## src/rtl/ic_pkg.sv

```systemverilog
// rtl/ic_pkg.sv - shared types and geometry for the instruction-cache refill path
package ic_pkg;
  localparam int LINES  = 256;
  localparam int WORDS  = 4;
  localparam int LINE_W = 8;
  localparam int WORD_W = 2;
  localparam int TAG_W  = 15;

  typedef logic [LINE_W-1:0] ic_line_t;
  typedef logic [TAG_W-1:0]  ic_tag_t;
  typedef logic [WORD_W-1:0] ic_word_t;

  typedef struct packed {
    logic    valid;
    ic_tag_t tag;
  } ic_tag_entry_t;

  typedef enum logic [2:0] {
    ST_IDLE,
    ST_INV,
    ST_REQ,
    ST_FILL,
    ST_TAG,
    ST_FLUSH
  } refill_state_t;
endpackage

```

## src/rtl/ic_flush_walker.sv

```systemverilog
// rtl/ic_flush_walker.sv - line counter for the full-cache tag flush
module ic_flush_walker
  import ic_pkg::*;
(
  input  logic              clk,
  input  logic              rst_n,
  input  logic              start,
  output logic              busy,
  output logic [LINE_W-1:0] index,
  output logic              done
);

  // done marks the cycle carrying the last line, so busy lasts exactly LINES cycles
  assign done = busy && (index == ic_line_t'(LINES - 1));

  always_ff @(posedge clk) begin
    if (!rst_n) begin
      busy  <= 1'b0;
      index <= '0;
    end else if (start) begin
      busy  <= 1'b1;
      index <= '0;
    end else if (busy) begin
      index <= index + 1'b1;
      if (done) busy <= 1'b0;
    end
  end

endmodule

```

## src/rtl/ic_refill_ctrl.sv

```systemverilog
// rtl/ic_refill_ctrl.sv - icache miss refill and flush controller
// Optional critical-word-first ordering under IC_REFILL_CRITICAL_WORD_FIRST_EN.
module ic_refill_ctrl
  import ic_pkg::*;
#(
  parameter int ADDR_W = TAG_W + LINE_W + WORD_W + 2
) (
  input  logic              clk,
  input  logic              rst_n,
  input  logic              miss_valid,
  output logic              miss_ready,
  input  logic [LINE_W-1:0] miss_line,
  input  logic [TAG_W-1:0]  miss_tag,
  input  logic [WORD_W-1:0] miss_word,
  input  logic              flush_req,
  output logic              flush_busy,
  output logic              mem_req_valid,
  input  logic              mem_req_ready,
  output logic [ADDR_W-1:0] mem_req_addr,
  input  logic              mem_rsp_valid,
  input  logic [31:0]       mem_rsp_data,
  input  logic              mem_rsp_err,
  output logic              data_wr_en,
  output logic [LINE_W-1:0] data_wr_line,
  output logic [WORD_W-1:0] data_wr_word,
  output logic [31:0]       data_wr_data,
  output logic              tag_wr_en,
  output logic [LINE_W-1:0] tag_wr_line,
  output logic [15:0]       tag_wr_data,
  output logic              refill_done,
  output logic              refill_err
);

  refill_state_t state_q, state_d;
  ic_line_t      line_q;
  ic_tag_t       tag_q;
  ic_word_t      word_q;
  ic_word_t      beat_q;
  logic          err_q;
  ic_word_t      start_word;
  logic          miss_fire, flush_start, last_beat, err_now;
  logic          walk_done;
  ic_line_t      walk_index;

`ifdef IC_REFILL_CRITICAL_WORD_FIRST_EN
  assign start_word = miss_word;
`else
  logic unused_miss_word;
  assign unused_miss_word = ^miss_word;
  assign start_word       = '0;
`endif

  assign miss_ready   = (state_q == ST_IDLE) && !flush_req;
  assign miss_fire    = miss_valid && miss_ready;
  assign flush_start  = (state_q == ST_IDLE) && flush_req;
  assign last_beat    = (state_q == ST_FILL) && mem_rsp_valid && (beat_q == ic_word_t'(WORDS - 1));
  assign err_now      = err_q | mem_rsp_err;
  assign mem_req_addr = ADDR_W'({tag_q, line_q, word_q, 2'b00});

  ic_flush_walker u_walker (
    .clk   (clk),
    .rst_n (rst_n),
    .start (flush_start),
    .busy  (flush_busy),
    .index (walk_index),
    .done  (walk_done)
  );

  always_ff @(posedge clk) begin
    if (!rst_n) begin
      state_q <= ST_IDLE;
      line_q  <= '0;
      tag_q   <= '0;
      word_q  <= '0;
      beat_q  <= '0;
      err_q   <= 1'b0;
    end else begin
      state_q <= state_d;
      if (miss_fire) begin
        line_q <= miss_line;
        tag_q  <= miss_tag;
        word_q <= start_word;
      end
      if (state_q == ST_REQ && mem_req_ready) begin
        beat_q <= '0;
        err_q  <= 1'b0;
      end else if (state_q == ST_FILL && mem_rsp_valid) begin
        beat_q <= beat_q + 1'b1;
        err_q  <= last_beat ? 1'b0 : err_now;
      end
    end
  end

  always_comb begin
    state_d       = state_q;
    mem_req_valid = 1'b0;
    data_wr_en    = 1'b0;
    data_wr_line  = '0;
    data_wr_word  = '0;
    data_wr_data  = '0;
    tag_wr_en     = 1'b0;
    tag_wr_line   = '0;
    tag_wr_data   = '0;
    refill_done   = 1'b0;
    refill_err    = 1'b0;
    case (state_q)
      ST_IDLE: begin
        if (flush_req)       state_d = ST_FLUSH;
        else if (miss_valid) state_d = ST_INV;
      end
      ST_INV: begin
        // invalidate first so lookups never hit a half-filled line
        tag_wr_en   = 1'b1;
        tag_wr_line = line_q;
        tag_wr_data = ic_tag_entry_t'{valid: 1'b0, tag: tag_q};
        state_d     = ST_REQ;
      end
      ST_REQ: begin
        mem_req_valid = 1'b1;
        if (mem_req_ready) state_d = ST_FILL;
      end
      ST_FILL: begin
        if (mem_rsp_valid) begin
          data_wr_en   = 1'b1;
          data_wr_line = line_q;
          data_wr_word = word_q + beat_q;
          data_wr_data = mem_rsp_data;
        end
        if (last_beat) begin
          refill_err = err_now;
          state_d    = err_now ? ST_IDLE : ST_TAG;
        end
      end
      ST_TAG: begin
        tag_wr_en   = 1'b1;
        tag_wr_line = line_q;
        tag_wr_data = ic_tag_entry_t'{valid: 1'b1, tag: tag_q};
        refill_done = 1'b1;
        state_d     = ST_IDLE;
      end
      ST_FLUSH: begin
        tag_wr_en   = 1'b1;
        tag_wr_line = walk_index;
        if (walk_done) state_d = ST_IDLE;
      end
      default: state_d = ST_IDLE;
    endcase
  end

endmodule

```

## config.mk

```make
export PLATFORM = sky130hd
export DESIGN_NAME = ic_refill_ctrl
export DESIGN_NICKNAME = d
export VERILOG_FILES = /design/src/rtl/ic_pkg.sv /design/src/rtl/ic_flush_walker.sv /design/src/rtl/ic_refill_ctrl.sv
export SDC_FILE = /design/constraint.sdc
export NUM_CORES = 1
export LEC_CHECK = 0
export CAP_MARGIN = 20
export CELL_PAD_IN_SITES_DETAIL_PLACEMENT = 1
export CELL_PAD_IN_SITES_GLOBAL_PLACEMENT = 2
export CORE_AREA = 10 10 100 147
export CTS_BUF_LIST = sky130_fd_sc_hd__clkbuf_4 sky130_fd_sc_hd__clkbuf_8
export DETAILED_ROUTE_END_ITERATION = 10
export DIE_AREA = 0 0 110 157
export PLACE_DENSITY = 0.95
export SLEW_MARGIN = 20
export SYNTH_ARGS = -nofsm -noshare
export SYNTH_HDL_FRONTEND = slang
export SYNTH_SLANG_ARGS = --single-unit
```

## constraint.sdc

```tcl
create_clock -name clk -period 2.6 [get_ports clk]
set_input_delay 0.78 -clock clk [delete_from_list [all_inputs] [get_ports clk]]
set_output_delay 0.78 -clock clk [all_outputs]
set_load 0.02 [all_outputs]
```

==> flow_metrics.tcl <==
set metrics [dict create \
    outcome "finished clean" \
    drv_slew 0 \
    whs_ns 0.477 \
    min_period_ns 2.47 \
    path_class "reg -> out" \
    io_buffers 157 \
    timing.final.crit_share_pct 95.0 \
    hold_depth 2 \
    cp.arrival_ns 1.69 \
    num-fill-cells 1434 \
    worst-r2r-cell-count 5 \
    rows 50 \
    io_pins 164 \
    worst_slack_ns 0.129 \
    gr-usage-all-layers_pct 11.2 \
    powerDensity_mw_per_mm2 425 \
    firstDrtPassIters 4 \
    start_kind "flop" \
    ys_warn_count 0 \
    clk_latency_ns 0.29 \
    synthCells 268 \
    die_area_mm2 0.0173 \
    p_leak_nw 1.82 \
    synth_area_per_cell_um2 8.38 \
    synthToLayoutAreaGrowth_pct 87.6 \
    total_power_w 0.00179 \
    clk_pin_slew_ns 0.08 \
    setup_viol_count_final 0 \
    die-width_um 110 \
    synth_ff_type "dfxtp_1" \
    synthTopCellsByArea "dfxtp_1, and2_1, mux2i_1, nand2_1, a22o_1" \
    cts_tree "yes" \
    worstSetupEndpointType "output pin" \
    syn-cell-area_mm2 0.00225 \
    h-tree-depth 2 \
    drc 0 \
    grt_pass1_vias 2788 \
    drtIter0Drc 73 \
    ys_ff_latch 38 \
    vias 2526 \
    die_h_um 157 \
    diodes 0 \
    viasPerCell 4.33 \
    numCtsBuffers 5 \
    drv_cap 0 \
    grt_pass1_wl_mm 15.1 \
    layout-drive-gt1-share_pct 23.4 \
    synth_top_area_cell "dfxtp_1" \
    clockBufferDepth 2 \
    ctsRootBufferMaster "clkbuf_8" \
    required_ns 1.82 \
    fmax_mhz 405 \
    grt_setup_unrepaired "false" \
    hpwl_mm 8.11 \
    seq_area_frac_synth_pct 33.9 \
    skew_ns 0.00536 \
    r2r_slack_ns 1.04 \
    pre_cts_slack_ns -0.686 \
    ys_async_sr_fraction_pct 0 \
    synth_edf_count 0 \
    worstPathMaxFanout 10 \
    wire_per_inst_um 17.9 \
    coreArea_mm2 0.0122 \
    synth_top_cell_area_share_pct 33.9 \
    grt_overflow 0 \
    gp_congestion 0.832 \
    yosys.cell_count.top_type "and2_1" \
    holdCritPathClass "reg -> reg" \
    nets 494 \
    initial_core_util_pct 18.4 \
    hold_viol 0 \
    synth.distinct_cells 43 \
    drt_wl_total_mm 10.4 \
    irDropWorstVdd_uv 160 \
    synthTopCellsByCount "and2_1, nand2_1, dfxtp_1" \
    grt_antenna_before_repair 0 \
    clock-sinks 38 \
    grt_max_degree 43 \
    antenna_left 0 \
]
-- cells in the final DEF, fill, tap and decap left out, drive strengths merged, types with 3 or more instances in the layout --
master / synthesis / routed
clkdlybuf4s50: 0 / 84
buf: 19 / 62
and2: 62 / 62
nand2: 51 / 51
dfxtp: 38 / 38
dlygate4sd2: 0 / 26
mux2i: 25 / 25
nor2: 11 / 11
a22o: 8 / 8
clkbuf: 6 / 8
a21oi: 6 / 6
o21ai: 4 / 4
conb: 1 / 4
xnor2: 3 / 3
nand4: 3 / 3
xor2: 3 / 3
nand3: 3 / 3
-- layout make-up --
cell class                      instances  area, um^2  area share, %
Sequential cell                        38         761           18.0
Tap cell                              156         195           4.63
Clock inverter                          2        10.0          0.237
Multi-Input combinational cell        207        1370           32.4
Inverter                                1        3.75         0.0890
Timing Repair Buffer                  175        1810           43.0
Clock buffer                            5        68.8           1.63
-- timing repair --
item,4_1_cts,5_1_grt
resized for setup,262,51
cloned,3,1
endpoints found under the setup margin,71,44
setup buffers,2,0
hold buffers,0,0
pin swaps,1,0
-- flip-flops by register name, indices dropped and copies added (netlist names) --
register / flops
u_walker.index: 8
tag_q: 15
beat_q: 2
err_q: 1
u_walker.busy: 1
line_q: 8
state_q: 3
-- routing by layer --
metal / track usage [%] / wire (um)
met4: 2.99 / 140
met5: 0 / 0
met1: 10.2 / 3510
met2: 21.9 / 5580
met3: 4.22 / 1190
-- metrics by stage --
stage	cells	instance area (um^2)	setup TNS, ns	util (%)
after floorplan	271	2260	0	-
after global placement	571	3960	-28.08	32.4
after detailed placement	571	3960	-28.73	32.4
after CTS	583	4060	-0.0899	33.3
after global routing	584	4220	0	34.6
final	584	4220	0	34.6
-- power by group --
| part | switching [W] | internal, W | leakage [nW] |
|---|---|---|---|
| registers | 0.0000537 | 0.000627 | 0.309 |
| logic | 0.000355 | 0.000351 | 1.47 |
| clock network | 0.000222 | 0.000180 | 0.0438 |
| total | 0.000631 | 0.00116 | 1.82 |
-- path summary, 6_finish.rpt --
path | endpoint | startpoint
hold reg to reg | tag_q[9] | tag_q[9]
hold / removal | tag_q[9] | tag_q[9]
setup reg to reg | tag_q[0] | state_q[2]
setup / recovery | tag_wr_line[5] | state_q[0]
-- critical path, stage by stage (launching register included) --
cell,delay (ns)
dfxtp_1,0.41
xnor2_1,0.17
nor2_2,0.07
buf_4,0.18
a22o_1,0.24
dlygate4sd2_1,0.33
-- cell families (layout without fill, tap and decap cells) --
family                     count (synthesis)  after routing  synth area share [%]
adders and majority gates                  2              2                  1.11
DFF                                       38             38                  33.9
and+or+nand+nor                          143            143                  34.2
AOI/OAI and AO/OA                         27             27                  9.08
xor gates and xnor gates                   6              6                  2.34
buffers and inverters                     26            183                  8.07
muxes                                     25             25                  11.1
other                                      1              4                 0.167
No activity file was read; power rests on OpenSTA's default activity.
